==> src/rtl/count_seq_pkg.sv <==
// count_seq_pkg: shared types and constants for the count_sequencer slice.
// Holds the FSM state encoding, the rate_sel encodings and the tick-period
// multipliers, plus a helper that turns rate_sel into a divider reload value.
package count_seq_pkg;

  typedef enum logic [1:0] {
    ST_IDLE  = 2'b00,
    ST_RUN   = 2'b01,
    ST_PAUSE = 2'b10,
    ST_DONE  = 2'b11
  } state_t;

  // rate_sel encodings
  localparam logic [1:0] RATE_CYCLE = 2'b00;
  localparam logic [1:0] RATE_1X    = 2'b01;
  localparam logic [1:0] RATE_2X    = 2'b10;
  localparam logic [1:0] RATE_4X    = 2'b11;

  // Tick period: one clock cycle, or a multiple of the base period
  localparam logic [31:0] PERIOD_CYCLE = 32'd1;
  localparam logic [31:0] MULT_1X      = 32'd1;
  localparam logic [31:0] MULT_2X      = 32'd2;
  localparam logic [31:0] MULT_4X      = 32'd4;

  // Divider reload value (period - 1) for a given rate selection.
  function automatic logic [31:0] reload_value(input logic [1:0]  rate,
                                               input logic [31:0] base);
    logic [31:0] period_s;
    case (rate)
      RATE_CYCLE: period_s = PERIOD_CYCLE;
      RATE_1X:    period_s = base * MULT_1X;
      RATE_2X:    period_s = base * MULT_2X;
      RATE_4X:    period_s = base * MULT_4X;
      default:    period_s = PERIOD_CYCLE;
    endcase
    return period_s - 32'd1;
  endfunction

endpackage

==> src/rtl/count_sequencer_tick_divider.sv <==
// tick_divider: loadable DIV_W-bit down-counter with a zero flag.
// load has priority over enable; the counter parks at zero when enabled.
module tick_divider #(
  parameter int unsigned DIV_W = 28
) (
  input  logic             clock,
  input  logic             reset_n,
  input  logic             load,
  input  logic             enable,
  input  logic [DIV_W-1:0] load_value,
  output logic             zero
);

  logic [DIV_W-1:0] cnt_r;

  // Down-counter register: load, decrement while enabled, otherwise hold.
  always_ff @(posedge clock or negedge reset_n) begin
    if (!reset_n) begin
      cnt_r <= {DIV_W{1'b0}};
    end else if (load) begin
      cnt_r <= load_value;
    end else if (enable && (cnt_r != {DIV_W{1'b0}})) begin
      cnt_r <= cnt_r - {{(DIV_W-1){1'b0}}, 1'b1};
    end else begin
      cnt_r <= cnt_r;
    end
  end

  assign zero = (cnt_r == {DIV_W{1'b0}});

endmodule

==> src/rtl/count_sequencer.sv <==
// count_sequencer: run/pause/stop controller for the 4-bit display counter.
// A tick divider paces a bounded up/down counter; limit and direction are
// latched on start from IDLE/DONE. All outputs are registered.
// Optional build macro COUNT_SEQ_AUTORELOAD_EN: the counter reloads to its
// start value on the tick after reaching terminal instead of halting in DONE.
module count_sequencer
  import count_seq_pkg::*;
#(
  parameter int unsigned BASE_PERIOD = 50_000_000,
  parameter int unsigned DIV_W       = 28
) (
  input  logic       clock,
  input  logic       reset_n,
  input  logic       start,
  input  logic       stop,
  input  logic [1:0] rate_sel,
  input  logic       up_down,
  input  logic [3:0] limit,
  output logic [3:0] count,
  output logic       tick,
  output logic       busy,
  output logic       done
);

`ifdef COUNT_SEQ_AUTORELOAD_EN
  // A zero limit keeps running with count pinned at zero.
  localparam state_t ZERO_LIMIT_STATE = ST_RUN;
`else
  // A zero limit is already at terminal, so finish immediately.
  localparam state_t ZERO_LIMIT_STATE = ST_DONE;
`endif

  state_t           state_r;
  state_t           state_nxt_s;
  logic [3:0]       count_r;
  logic [3:0]       count_nxt_s;
  logic             tick_r;
  logic             tick_nxt_s;
  logic             busy_r;
  logic             done_r;
  logic [3:0]       limit_r;
  logic [3:0]       limit_nxt_s;
  logic             dir_r;
  logic             dir_nxt_s;
  logic             div_load_s;
  logic             div_en_s;
  logic             div_zero_s;
  logic [DIV_W-1:0] reload_s;
  logic [3:0]       term_s;
  logic [3:0]       origin_s;
  logic [3:0]       step_s;

  // Reload value follows the live rate_sel, so a change only lands at a reload.
  assign reload_s = DIV_W'(reload_value(rate_sel, BASE_PERIOD));

  // Terminal and origin of the latched run, and the next stepped count.
  assign term_s   = dir_r ? limit_r : 4'd0;
  assign origin_s = dir_r ? 4'd0 : limit_r;
  assign step_s   = dir_r ? (count_r + 4'd1) : (count_r - 4'd1);

  tick_divider #(
    .DIV_W (DIV_W)
  ) u_tick_divider (
    .clock      (clock),
    .reset_n    (reset_n),
    .load       (div_load_s),
    .enable     (div_en_s),
    .load_value (reload_s),
    .zero       (div_zero_s)
  );

  // Next-state, next-count and divider control; stop always beats start.
  always_comb begin
    state_nxt_s = state_r;
    count_nxt_s = count_r;
    tick_nxt_s  = 1'b0;
    limit_nxt_s = limit_r;
    dir_nxt_s   = dir_r;
    div_load_s  = 1'b0;
    div_en_s    = 1'b0;
    case (state_r)
      ST_IDLE, ST_DONE: begin
        if (stop) begin
          state_nxt_s = ST_IDLE;
          count_nxt_s = 4'd0;
        end else if (start) begin
          limit_nxt_s = limit;
          dir_nxt_s   = up_down;
          count_nxt_s = up_down ? 4'd0 : limit;
          div_load_s  = 1'b1;
          if (limit == 4'd0) begin
            state_nxt_s = ZERO_LIMIT_STATE;
          end else begin
            state_nxt_s = ST_RUN;
          end
        end else begin
          state_nxt_s = state_r;
        end
      end
      ST_RUN: begin
        if (stop) begin
          state_nxt_s = ST_PAUSE;
        end else if (div_zero_s) begin
          div_load_s = 1'b1;
          tick_nxt_s = 1'b1;
`ifdef COUNT_SEQ_AUTORELOAD_EN
          if (count_r == term_s) begin
            count_nxt_s = origin_s;
          end else begin
            count_nxt_s = step_s;
          end
`else
          count_nxt_s = step_s;
          if (step_s == term_s) begin
            state_nxt_s = ST_DONE;
          end else begin
            state_nxt_s = ST_RUN;
          end
`endif
        end else begin
          div_en_s = 1'b1;
        end
      end
      ST_PAUSE: begin
        if (stop) begin
          state_nxt_s = ST_IDLE;
          count_nxt_s = 4'd0;
        end else if (start) begin
          state_nxt_s = ST_RUN;
          div_load_s  = 1'b1;
        end else begin
          state_nxt_s = ST_PAUSE;
        end
      end
      default: begin
        state_nxt_s = ST_IDLE;
        count_nxt_s = 4'd0;
      end
    endcase
  end

  // FSM state register.
  always_ff @(posedge clock or negedge reset_n) begin
    if (!reset_n) begin
      state_r <= ST_IDLE;
    end else begin
      state_r <= state_nxt_s;
    end
  end

  // Counter, latched run parameters and registered status outputs.
  always_ff @(posedge clock or negedge reset_n) begin
    if (!reset_n) begin
      count_r <= 4'd0;
      tick_r  <= 1'b0;
      busy_r  <= 1'b0;
      done_r  <= 1'b0;
      limit_r <= 4'd0;
      dir_r   <= 1'b0;
    end else begin
      count_r <= count_nxt_s;
      tick_r  <= tick_nxt_s;
      busy_r  <= (state_nxt_s == ST_RUN);
      done_r  <= (state_nxt_s == ST_DONE);
      limit_r <= limit_nxt_s;
      dir_r   <= dir_nxt_s;
    end
  end

  assign count = count_r;
  assign tick  = tick_r;
  assign busy  = busy_r;
  assign done  = done_r;

endmodule

==> config.mk <==
export PLATFORM = sky130hd
export DESIGN_NAME = count_sequencer
export DESIGN_NICKNAME = d
export VERILOG_FILES = /design/src/rtl/count_seq_pkg.sv /design/src/rtl/count_sequencer_tick_divider.sv /design/src/rtl/count_sequencer.sv
export SDC_FILE = /design/constraint.sdc
export NUM_CORES = 1
export LEC_CHECK = 0
export CAP_MARGIN = 20
export CORE_ASPECT_RATIO = 1.1
export CORE_MARGIN = 2
export CORE_UTILIZATION = 40
export CTS_CLUSTER_SIZE = 16
export DETAILED_ROUTE_END_ITERATION = 16
export PLACE_DENSITY_LB_ADDON = 0.15
export RECOVER_POWER = 25
export REMOVE_ABC_BUFFERS = 1
export SYNTH_ARGS = -nofsm -noshare
export SYNTH_HDL_FRONTEND = slang
export SYNTH_SLANG_ARGS = --single-unit
==> constraint.sdc <==
create_clock -name clock -period 9.4 [get_ports clock]
set_clock_uncertainty 0.05 [all_clocks]
set_input_delay 0.94 -clock clock [delete_from_list [all_inputs] [get_ports clock]]
set_output_delay 0.94 -clock clock [all_outputs]
set_load 0.05 [all_outputs]
# == Word-level counts from Yosys, hierarchy flattened ==
# Index checks and enable logic that the tools add are counted.
# Widths: inputs -> output; s select.
# totals
out_inout_bits,7
reg_bits,42
# op_classes
n_addsub,4
eq_ne,13
reduce_logical,11
n_mux,30
bitwise_logic,1
# op_table
operator,n
$pmux 28 s4,1
$mux 28,2
$sub 28x1->28 const B,2
$mux 4,8
$logic_not 28->1,1
$reduce_bool 28->1,1
$mux 2,8
$pmux 4 s3,1
$eq 2x2->1 const B,5
$mux 1,8
$eq 2x1->1 const B,3
$ne 2x2->1 const B,3
$pmux 2 s3,1
$add 4x1->4 const B,1
$eq 4x4->1,1
$logic_not 2->1,2
$logic_not 4->1,1
$reduce_and 4->1,1
$sub 4x1->4 const B,1
$ne 3x3->1 const B,1
$reduce_and 3->1,1
$reduce_or 3->1,1
$pmux 1 s2,1
$reduce_bool 2->1,1
other kinds (3),3

# == Logic depth before layout (Yosys ltp) ==
# Gate-level depths: netlist of run 1.
# logic_depth
depth_word,8
ltp_mapped,16

# == Cells and area by module ==
# A second synthesis of run 1 with hierarchy kept.
# hier_totals
hier_cells,322
hier_area_um2,2869.0
# modules_own_cells
mod,seq_area_each_um2,cells_each,area_per_inst_um2,n_inst
tick_divider,700.7,203,1744.2,1
count_sequencer,350.3,119,1124.8,1

# == Worst setup path before layout of run 1 ==
# Ideal clock, no wire load.
# synth_path
path_type,input port to flip-flop
start,input port start
end,register u_tick_divider.cnt_r[24]
t_arrival_ns,3.466
path_stages,13
setup_slack_ns,5.765
path_cell_list,or3b_2 clkbuf_1 o31ai_1 and2_1 clkbuf_1 a21oi_1 ha_1 nand3_1 or4b_2 mux2i_1 o211ai_1 mux2i_1 and2_1
# synth_via
elab_chain_len,4
elab_cells_between_ends,5
# synth_lines
element,line,source
start: declaration,count_sequencer.sv:14,"input logic start,"
$mux 1 (*),"count_sequencer.sv:86, count_sequencer.sv:128",
$mux 1 (*),count_sequencer.sv:125,if (stop) begin
$pmux 1 s2 (*),count_sequencer.sv:81,case (state_r)
$mux 28 or $reduce_bool 2->1 (tied branches),-,
end signal: assignment,count_sequencer_tick_divider.sv:19,cnt_r <= {DIV_W{1'b0}};
end signal: assignment,count_sequencer_tick_divider.sv:21,cnt_r <= load_value;
end signal: assignment,count_sequencer_tick_divider.sv:23,"cnt_r <= cnt_r - {{(DIV_W-1){1'b0}}, 1'b1};"
end: declaration,count_sequencer_tick_divider.sv:14,logic [DIV_W-1:0] cnt_r;
# Mark *: on every way between the ends. The rest lies on a longest branch, timed or not.
# A chain may end at the register's enable or synchronous reset.

# == Worst setup path after layout of run 1 ==
# layout_path
start,input port stop
end,register u_tick_divider.cnt_r[26]
# layout_via
elab_chain_len,4
elab_cells_between_ends,8
# layout_lines
element,line,source
start: declaration,count_sequencer.sv:15,"input logic stop,"
$mux 1,count_sequencer.sv:101,if (stop) begin
$mux 1,count_sequencer.sv:81,
$logic_and 1x1->1,count_sequencer_tick_divider.sv:22,end else if (enable && (cnt_r != {DIV_W{1'b0}})) begin
$reduce_bool 2->1 (no line),-,
end signal: assignment,count_sequencer_tick_divider.sv:21,
end signal: assignment,count_sequencer_tick_divider.sv:23,
end signal: assignment,count_sequencer_tick_divider.sv:25,cnt_r <= cnt_r;
# Parallel ways exist; a longest one is shown, timed or not.

==> results.yml, run 1 <==
clocking:
  postCtsSetupBuffers: 0
  hold_buffers: 0
  clockBufferDepth: 2
  clock_sinks: 42
  cts_resized: 0
  cts_made_buffers: 5
  path_clk_slew_ps: 90
  clk_latency_ps: 300
  tritoncts: "yes"
  root_buffer: "clkbuf_8"
  htreeDepth: 2
floorplan:
  die_h_um: 92.4
  core.rowCount: 32
  start_util_pct: 40.8
  pin_count: 18
  dieWidth_um: 84.3
  coreArea_um2: 6970
  die_area_um2: 7790
sta:
  finalCritPeriodShare_pct: 48.1
  max_freq_ghz: 0.221
  hold_viol: 0
  drv_slew: 0
  setup-violations-final: 0
  maxSlewHeadroom_pct: 0.946
  rsz0062_at_grt: "false"
  fin_ws_ps: 4880
  tightest_slew_ps: 1490
  tns_ps: 0
  min_period_ps: 4520
place:
  place_inst: 425
  port-buffer-count: 17
  hpwlAfterDp_um: 5380
  place_ws_ps: 4590
  gp_congestion: 0.919
setup_path:
  cpMaxStageDelayCell: "clkdlybuf4s50_1"
  crit_required_ps: 9540
  crit_chain: "clkdlybuf4s50_1 > nor4b_1 > nand4_1 > o31ai_4 > buf_4 > and2_1 > a21oi_1 > ha_1 > nand3_1 > or4b_2 > mux2i_1 > o2111ai_1 > a31oi_1 > o31ai_1"
  end_kind: "flip-flop"
  path_class: "input pin to flip-flop"
  worst_setup_path_start_kind: "input pin"
  critPathArrivalTime_ps: 4660
  critPathMaxStageDelay_ps: 730
  critPathBufInv: 2
  crit_family: "simple AND/OR/NAND/NOR gates"
  path_depth: 14
  cp_max_fo: 29
  reg2reg_depth: 14
yosys:
  ys_seq_elements: 42
  syn_inst: 335
  synth-edff-count: 0
  avgSynthCellArea_um2: 8.48
  ys.flop_type: "dfrtp_1"
  async_flop_share_pct: 100
  synthesis.area_um2: 2840
  ys_seq_area_share_pct: 37.0
  yosysWarnings: 0
  synthDistinctLibCells: 59
outcome:
  status: "finished, final reports clean"
global_route:
  grt_pass1_wl_um: 12500
  grt_max_degree: 43
  track_usage_pct: 20.1
  grt-ovfl-total: 0
  grt_pass1_vias: 2560
  grt_antenna_before_repair: 0
detailed_routing:
  drt_iter0_markers: 174
  routedWlPerCell_um: 17.2
  routed_via_density: 5.98
  drtAntennaViolNets: 0
  dr.pass1.iters: 4
  route.detailed.drc: 0
  wirelength_um: 7450
  vias: 2596
pwr:
  pwr-share-comb_pct: 48.3
  sw_frac_of_total_pct: 45.8
  p_clk_share_pct: 13.3
  seqPwrFrac_pct: 38.3
  p_leak_uw: 0.00125
  p_sw_uw: 423
  p_int_uw: 502
  p_per_area_nw_per_um2: 291
  ir_drop_mv: 0.210
final_layout:
  layout.nets: 369
  drive_above_1_share_pct: 8.02
  area_growth_pct: 12.0
  fillers: 710
  antenna_cells: 0
  instances_no_fill: 434
min_path:
  hold-path-cell-count: 1
  holdCritPathClass: "flip-flop to flip-flop"
run:
  drv_cap: 0
registers in the layout, summed over array words and instances, names as in the netlist:
register / cells
limit_r: 4
count: 4
state_r: 2
busy: 1
done: 1
dir_r: 1
u_tick_divider.cnt_r: 28
tick: 1
worst register-to-register path, cell delays in order, from the launching register on:
cell	delay, ps
dfrtp_1	450
or4_4	590
or4_4	570
o31ai_4	220
buf_4	330
and2_1	330
a21oi_1	90
ha_1	230
nor2b_1	180
and3b_1	250
nand2_1	130
mux2i_1	140
o21a_2	170
o32ai_1	220
a211oi_1	80
synth_stat cells, drive strengths merged (3+ instances only):
cell    instances  area [um2]
dfrtp          42        1050
a21oi          31         155
nor2           29         109
o21ai          26         130
nand2          25        93.8
inv            17        63.8
nor3           16        80.1
nor4           15         109
clkbuf         12        45.0
nand3          12        60.1
ha              9         113
mux2            7        78.8
mux2i           6        60.1
xor2            6        52.6
a31oi           5        31.3
or4             5        45.0
xnor2           5        43.8
buf             4        22.5
nand4           4        25.0
nor2b           4        25.0
or3             4        25.0
a221oi          3        26.3
and2            3        18.8
o21a            3        23.8
o22ai           3        18.8
o31ai           3        22.5
cells in the final DEF (no fill, tap or decap), types with 3 or more instances in the layout:
master           netlist  final
a221oi_1               3      3
nand2_1               25     25
o22ai_1                3      3
nand3_1               12     12
mux2i_1                6      6
nor2b_1                4      4
ha_1                   9      9
nor4_1                14     14
or4_1                  3      3
xnor2_1                5      5
nor3_1                16     16
clkbuf_8               0      6
a31oi_1                5      5
mux2_2                 7      7
o21ai_0               25     25
dfrtp_1               42     42
clkdlybuf4s50_1        0     16
nand4_1                4      4
nor2_1                29     29
clkbuf_1              12      3
inv_1                 17     17
and2_1                 3      3
or3_1                  4      4
buf_4                  1      4
a21oi_1               31     31
xor2_1                 6      6
cell families after synthesis:
family                   synth area share (%)
multiplexers                             4.89
AND/OR/NAND/NOR                          24.4
AO/OA/AOI/OAI                            21.0
flip-flops                               37.0
adder cells (fa/ha/maj)                  4.67
XOR/XNOR                                 3.39
buffers and inverters                    4.63
metrics by stage:
stage	hold slack, ps	util, %	power (uW)	cell area (um2)
floorplan	397	-	668	2770
finish	458	45.7	925	3180
global placement	426	44.3	796	3090
global route	489	45.7	1000	3180
detailed placement	436	44.3	803	3090
CTS	450	45.6	931	3180
power groups by stage:
stage / registers, uW / clock network (uW) / logic [uW]
after global placement: 354 / 0 / 441
after floorplan: 369 / 0 / 299
after detailed placement: 356 / 0 / 447
after global routing: 369 / 136 / 496
final: 355 / 123 / 447
after CTS: 353 / 129 / 449
layer usage:
layer | part of all wire [%] | routed length [um] | global-route usage [%]
met3 | 5.5 | 406 | 3.57
met5 | 0 | 0 | 0
met2 | 50 | 3730 | 36.0
met4 | 1.1 | 79 | 6.88
met1 | 43 | 3230 | 24.3
worst paths after layout:
kind | end | slack (ps) | start
max | u_tick_divider.cnt_r[26] | 4880 | stop
min | u_tick_divider.cnt_r[27] | 460 | u_tick_divider.cnt_r[27]
min in group asynchronous | count[3] | 710 | reset_n
min reg2reg | u_tick_divider.cnt_r[27] | 460 | u_tick_divider.cnt_r[27]
max in group asynchronous | u_tick_divider.cnt_r[20] | 6710 | reset_n
max reg2reg | u_tick_divider.cnt_r[18] | 5250 | u_tick_divider.cnt_r[17]
final cells by class:
| class | instances | area [um2] | share of cell area [%] |
|---|---|---|---|
| clock buffer | 7 | 86.3 | 2.71 |
| clock inverter | 1 | 5.00 | 0.157 |
| inverter | 17 | 63.8 | 2.01 |
| multi-input combinational | 260 | 1670 | 52.5 |
| sequential | 42 | 1050 | 33.0 |
| tap | 85 | 106 | 3.34 |
| timing repair buffer | 22 | 198 | 6.21 |
Note: power is estimated with default switching activity, not from simulation.
==> run 2, diff against run 1 <==
- clock period: 9.4 -> 4.6 ns (I/O delays scaled with it)
==> results.yml, run 2 (synthesized netlist as in run 1, its figures left out) <==
detailed_routing:
  routed_via_density: 5.93
  drt_iter0_markers: 178
  route.detailed.drc: 0
  vias: 2578
  wirelength_um: 7540
  routedWlPerCell_um: 17.3
  drtAntennaViolNets: 0
  dr.pass1.iters: 4
min_path:
  min_from: "u_tick_divider.cnt_r[27]"
  holdCritPathClass: "flip-flop to flip-flop"
  holdPathEnd: "u_tick_divider.cnt_r[27]"
  hold-path-cell-count: 1
setup_path:
  crit_required_ps: 4730
  r2r_start: "u_tick_divider.cnt_r[17]"
  cp_max_fo: 7
  worst_setup_path_start_kind: "flip-flop"
  critPathArrivalTime_ps: 3880
  crit_family: "simple AND/OR/NAND/NOR gates"
  path_class: "flip-flop to flip-flop"
  reg2reg_depth: 14
  end_kind: "flip-flop"
  r2r_slack_ps: 850
  critPathMaxStageDelay_ps: 580
  r2r-end: "u_tick_divider.cnt_r[18]"
  cpMaxStageDelayCell: "or4_4"
  crit_path_frequent_cell: "or4_4"
  critPathBufInv: 1
  crit_chain: "or4_4 > or4_4 > o31ai_4 > and2_1 > buf_4 > a21oi_1 > ha_1 > nor2b_1 > and3b_1 > nand2_1 > mux2i_1 > o21a_2 > o32ai_1 > a211oi_1"
outcome:
  violations: "max-capacitance violations, max-slew violations"
  status: "complete, but fails checks"
sta:
  tightest_slew_ps: 2370
  maxSlewHeadroom_pct: -58.0
  hold_viol: 0
  finalCritPeriodShare_pct: 81.4
  rsz0062_at_grt: "false"
  setup-violations-final: 0
  drv_slew: 43
  max_freq_ghz: 0.267
  min_period_ps: 3750
global_route:
  grt-ovfl-total: 0
  grtUsageMet3_pct: 3.12
  track_usage_pct: 20.1
  grt.busiest_layer: "met2"
  grt_max_degree: 43
  grtUsageMet2_pct: 35.3
  grt_pass1_wl_um: 12700
  use_met1_pct: 25.6
  grt_pass1_vias: 2570
  grt_antenna_before_repair: 0
floorplan:
  coreArea_um2: 6970
  die_h_um: 92.4
  start_util_pct: 40.8
  dieWidth_um: 84.3
  die_area_um2: 7790
  core.rowCount: 32
  pin_count: 18
clocking:
  postCtsSetupBuffers: 0
  htreeDepth: 2
  path_clk_slew_ps: 90
  clock_sinks: 42
  tritoncts: "yes"
  hold_buffers: 0
  cts_made_buffers: 5
  clockBufferDepth: 2
  cts_resized: 0
  clk_latency_ps: 300
  root_buffer: "clkbuf_8"
final_layout:
  seq_area_um2: 1050
  largest_reg_flops: 28
  drive_above_1_share_pct: 8.86
  layout_common_cells: "dfrtp_1 (42), a21oi_1 (31), nor2_1 (29)"
  stdcell_area_um2: 3190
  largest-register: "u_tick_divider.cnt_r"
  antenna_cells: 0
  instances_no_fill: 435
  fillers: 701
  final_common_cell: "dfrtp_1"
  area_growth_pct: 12.2
  multi_input_area_um2: 1670
  layout.nets: 371
place:
  placed_area_um2: 3110
  gp_congestion: 0.931
  hpwlAfterDp_um: 5380
  place_inst: 428
  port-buffer-count: 17
pwr:
  p_leak_uw: 0.00126
  p_per_area_nw_per_um2: 590
  ir_drop_mv: 0.354
run:
  drv_cap: 1
run 2: area by class of cell:
cell class	instances	share of cell area, %
Multi-Input combinational cell	260	52.4
Sequential cell	42	33.0
Timing Repair Buffer	24	6.79
Tap cell	85	3.34
Clock buffer	5	2.16
Inverter	17	2.00
Clock inverter	2	0.314
run 2: power by group:
| group | switching [uW] | internal, uW |
|---|---|---|
| logic | 536 | 378 |
| clock network | 137 | 102 |
| registers | 201 | 528 |
run 2: worst max path at each step:
stage,end,start,depth (start not counted)
2_1_floorplan,u_tick_divider.cnt_r[18],u_tick_divider.cnt_r[17],13
3_3_place_gp,u_tick_divider.cnt_r[26],start,13
3_5_place_dp,u_tick_divider.cnt_r[26],start,13
4_1_cts,u_tick_divider.cnt_r[18],u_tick_divider.cnt_r[17],14
5_1_grt,u_tick_divider.cnt_r[26],state_r[1],15
6_report,u_tick_divider.cnt_r[18],u_tick_divider.cnt_r[17],14
run 2: per-layer routing:
layer / share of wire (%) / vias to the layer above
met2: 50 / 64
met4: 0.95 / 0
met1: 45 / 1238
met3: 4.3 / 7
met5: 0 / -
li1: - / 1269
run 2: per-stage QoR:
| stage | setup WS, ps | total power [uW] | hold slack [ps] | TNS, ps | utilization (%) |
|---|---|---|---|---|---|
| floorplan | -470 | 1360 | 114 | -2210 | - |
| global placement | 771 | 1630 | 428 | 0 | 44.6 |
| detailed placement | 685 | 1640 | 433 | 0 | 44.6 |
| CTS | 856 | 1890 | 315 | 0 | 45.8 |
| global route | 625 | 2030 | 473 | 0 | 45.8 |
| finish | 854 | 1880 | 460 | 0 | 45.8 |
==> run 3, diff against run 2 <==
- clock period: 4.6 -> 3.2 ns (I/O delays scaled with it)
==> results.yml, run 3 (synthesized netlist as in run 1, its figures left out) <==
outcome:
  status: "complete, but fails checks"
  violations: "max-capacitance violations, max-slew violations"
floorplan:
  dieWidth_um: 84.3
  die_area_um2: 7790
  pin_count: 18
  start_util_pct: 40.8
  coreArea_um2: 6970
  die_h_um: 92.4
  core.rowCount: 32
place:
  placed_area_um2: 3360
  place_ws_ps: -236
  hpwlAfterDp_um: 5830
  port-buffer-count: 17
  place_inst: 461
  gp_congestion: 0.873
detailed_routing:
  route.detailed.drc: 0
  routedWlPerCell_um: 16.8
  routed_via_density: 5.92
  dr.pass1.iters: 4
  wirelength_um: 7950
  drt_iter0_markers: 138
  drtAntennaViolNets: 0
  vias: 2801
sta:
  hold_slack_ps: 453
  min_period_ps: 3120
  setup-violations-final: 0
  fin_ws_ps: 82.3
  maxSlewHeadroom_pct: -53.0
  max_freq_ghz: 0.321
  drv_slew: 43
  rsz0062_at_grt: "true"
  tightest_slew_ps: 2290
  finalCritPeriodShare_pct: 97.4
  hold_viol: 0
final_layout:
  largest-register: "u_tick_divider.cnt_r"
  fillers: 687
  instances_no_fill: 473
  largest_reg_flops: 28
  layout.nets: 408
  area_growth_pct: 27.0
  layout_common_cells: "buf_4 (44), dfrtp_1 (42), nor2_1 (29)"
  antenna_cells: 0
  drive_above_1_share_pct: 21.6
  final_common_cell: "buf_4"
  seq_area_um2: 1050
  stdcell_area_um2: 3610
  multi_input_area_um2: 1780
global_route:
  use_met1_pct: 27.8
  grt_antenna_before_repair: 0
  grt_pass1_wl_um: 13300
  grt_pass1_vias: 2663
  track_usage_pct: 21.4
  grtUsageMet3_pct: 3.03
  grtUsageMet2_pct: 37.8
  grt-ovfl-total: 0
  grt_max_degree: 43
  grt.busiest_layer: "met2"
setup_path:
  cp_max_fo: 3
  end_kind: "flip-flop"
  r2r_start: "u_tick_divider.cnt_r[17]"
  startpoint: "u_tick_divider.cnt_r[17]"
  crit_required_ps: 3330
  path_class: "flip-flop to flip-flop"
  critPathArrivalTime_ps: 3250
  worst_setup_path_start_kind: "flip-flop"
pwr:
  pwr-share-comb_pct: 52.7
  seqPwrFrac_pct: 33.3
  sw_frac_of_total_pct: 43.5
  p_leak_uw: 0.00149
  ir_drop_mv: 0.507
  p_int_uw: 1700
  p_per_area_nw_per_um2: 833
  p_sw_uw: 1310
  p_clk_share_pct: 14.1
clocking:
  htreeDepth: 2
  clk_latency_ps: 300
  root_buffer: "clkbuf_8"
  path_clk_slew_ps: 80
  cts_made_buffers: 5
  tritoncts: "yes"
  clockBufferDepth: 2
  clock_sinks: 42
  hold_buffers: 0
min_path:
  holdCritPathClass: "flip-flop to flip-flop"
  min_from: "u_tick_divider.cnt_r[27]"
run:
  drv_cap: 1
## run 3: cell count changes in the layout (fill, tap and decap cells not counted), sizes merged
cell,change
bufinv,+1
buf,+37
## run 3: path summary, 6_finish.rpt
kind | end | slack (ps) | cells past startpoint
min in group asynchronous | count[1] | 640 | 1
hold / removal | u_tick_divider.cnt_r[27] | 450 | 1
setup / recovery | u_tick_divider.cnt_r[18] | 80 | 13
setup reg to reg | u_tick_divider.cnt_r[18] | 80 | 13
hold reg to reg | u_tick_divider.cnt_r[27] | 450 | 1
max in group asynchronous | u_tick_divider.cnt_r[16] | 1140 | 1
## run 3: repair_timing
action / in CTS / in global routing
setup endpoints to repair: 7 / 7
pin swaps: 6 / 6
resized for setup: 14 / 10
setup buffers: 3 / 0
## run 3: metrics by stage
step	TNS, ps	util, %	power, uW
2_1_floorplan	-27610	-	1960
3_3_place_gp	-684	48.2	2500
3_5_place_dp	-1080	48.2	2510
4_1_cts	-24.7	50.8	2970
5_1_grt	-59.5	51.8	3230
6_report	0	51.8	3000
## run 3: area by class of cell
| cell class | instances | share of cell area (%) |
|---|---|---|
| tap | 85 | 2.95 |
| inverter | 17 | 1.77 |
| clock inverter | 3 | 1.11 |
| sequential | 42 | 29.1 |
| multi-input combinational | 260 | 49.4 |
| clock buffer | 5 | 1.91 |
| timing repair buffer | 61 | 13.7 |
## run 3: power by group through the flow
| stage | sequential, uW | combinational [uW] | clock (uW) |
|---|---|---|---|
| after floorplan | 1080 | 879 | 0 |
| after global placement | 995 | 1510 | 0 |
| after detailed placement | 999 | 1510 | 0 |
| after CTS | 992 | 1540 | 430 |
| after global routing | 1040 | 1740 | 455 |
| final | 1000 | 1580 | 422 |
## run 3: layer usage
layer  vias to the layer above  part of all wire [%]  wire length [um]
met5                         -                     0                 0
met2                        71                    50              3980
li1                       1349                     -                 -
met4                         0                  0.72                57
met3                         4                   4.9               390
met1                      1377                    44              3520
## run 3: critical path, cell delays in order (launching register included)
cell      delay, ps
dfrtp_1         390
or4_4           540
or4_4           450
o31ai_4         200
and2_4          190
a21oi_4          40
ha_4            170
nor2b_4         120
and3b_2         250
nand2_4         100
mux2i_4          90
o21a_2          160
o32ai_2         190
a211oi_1         70
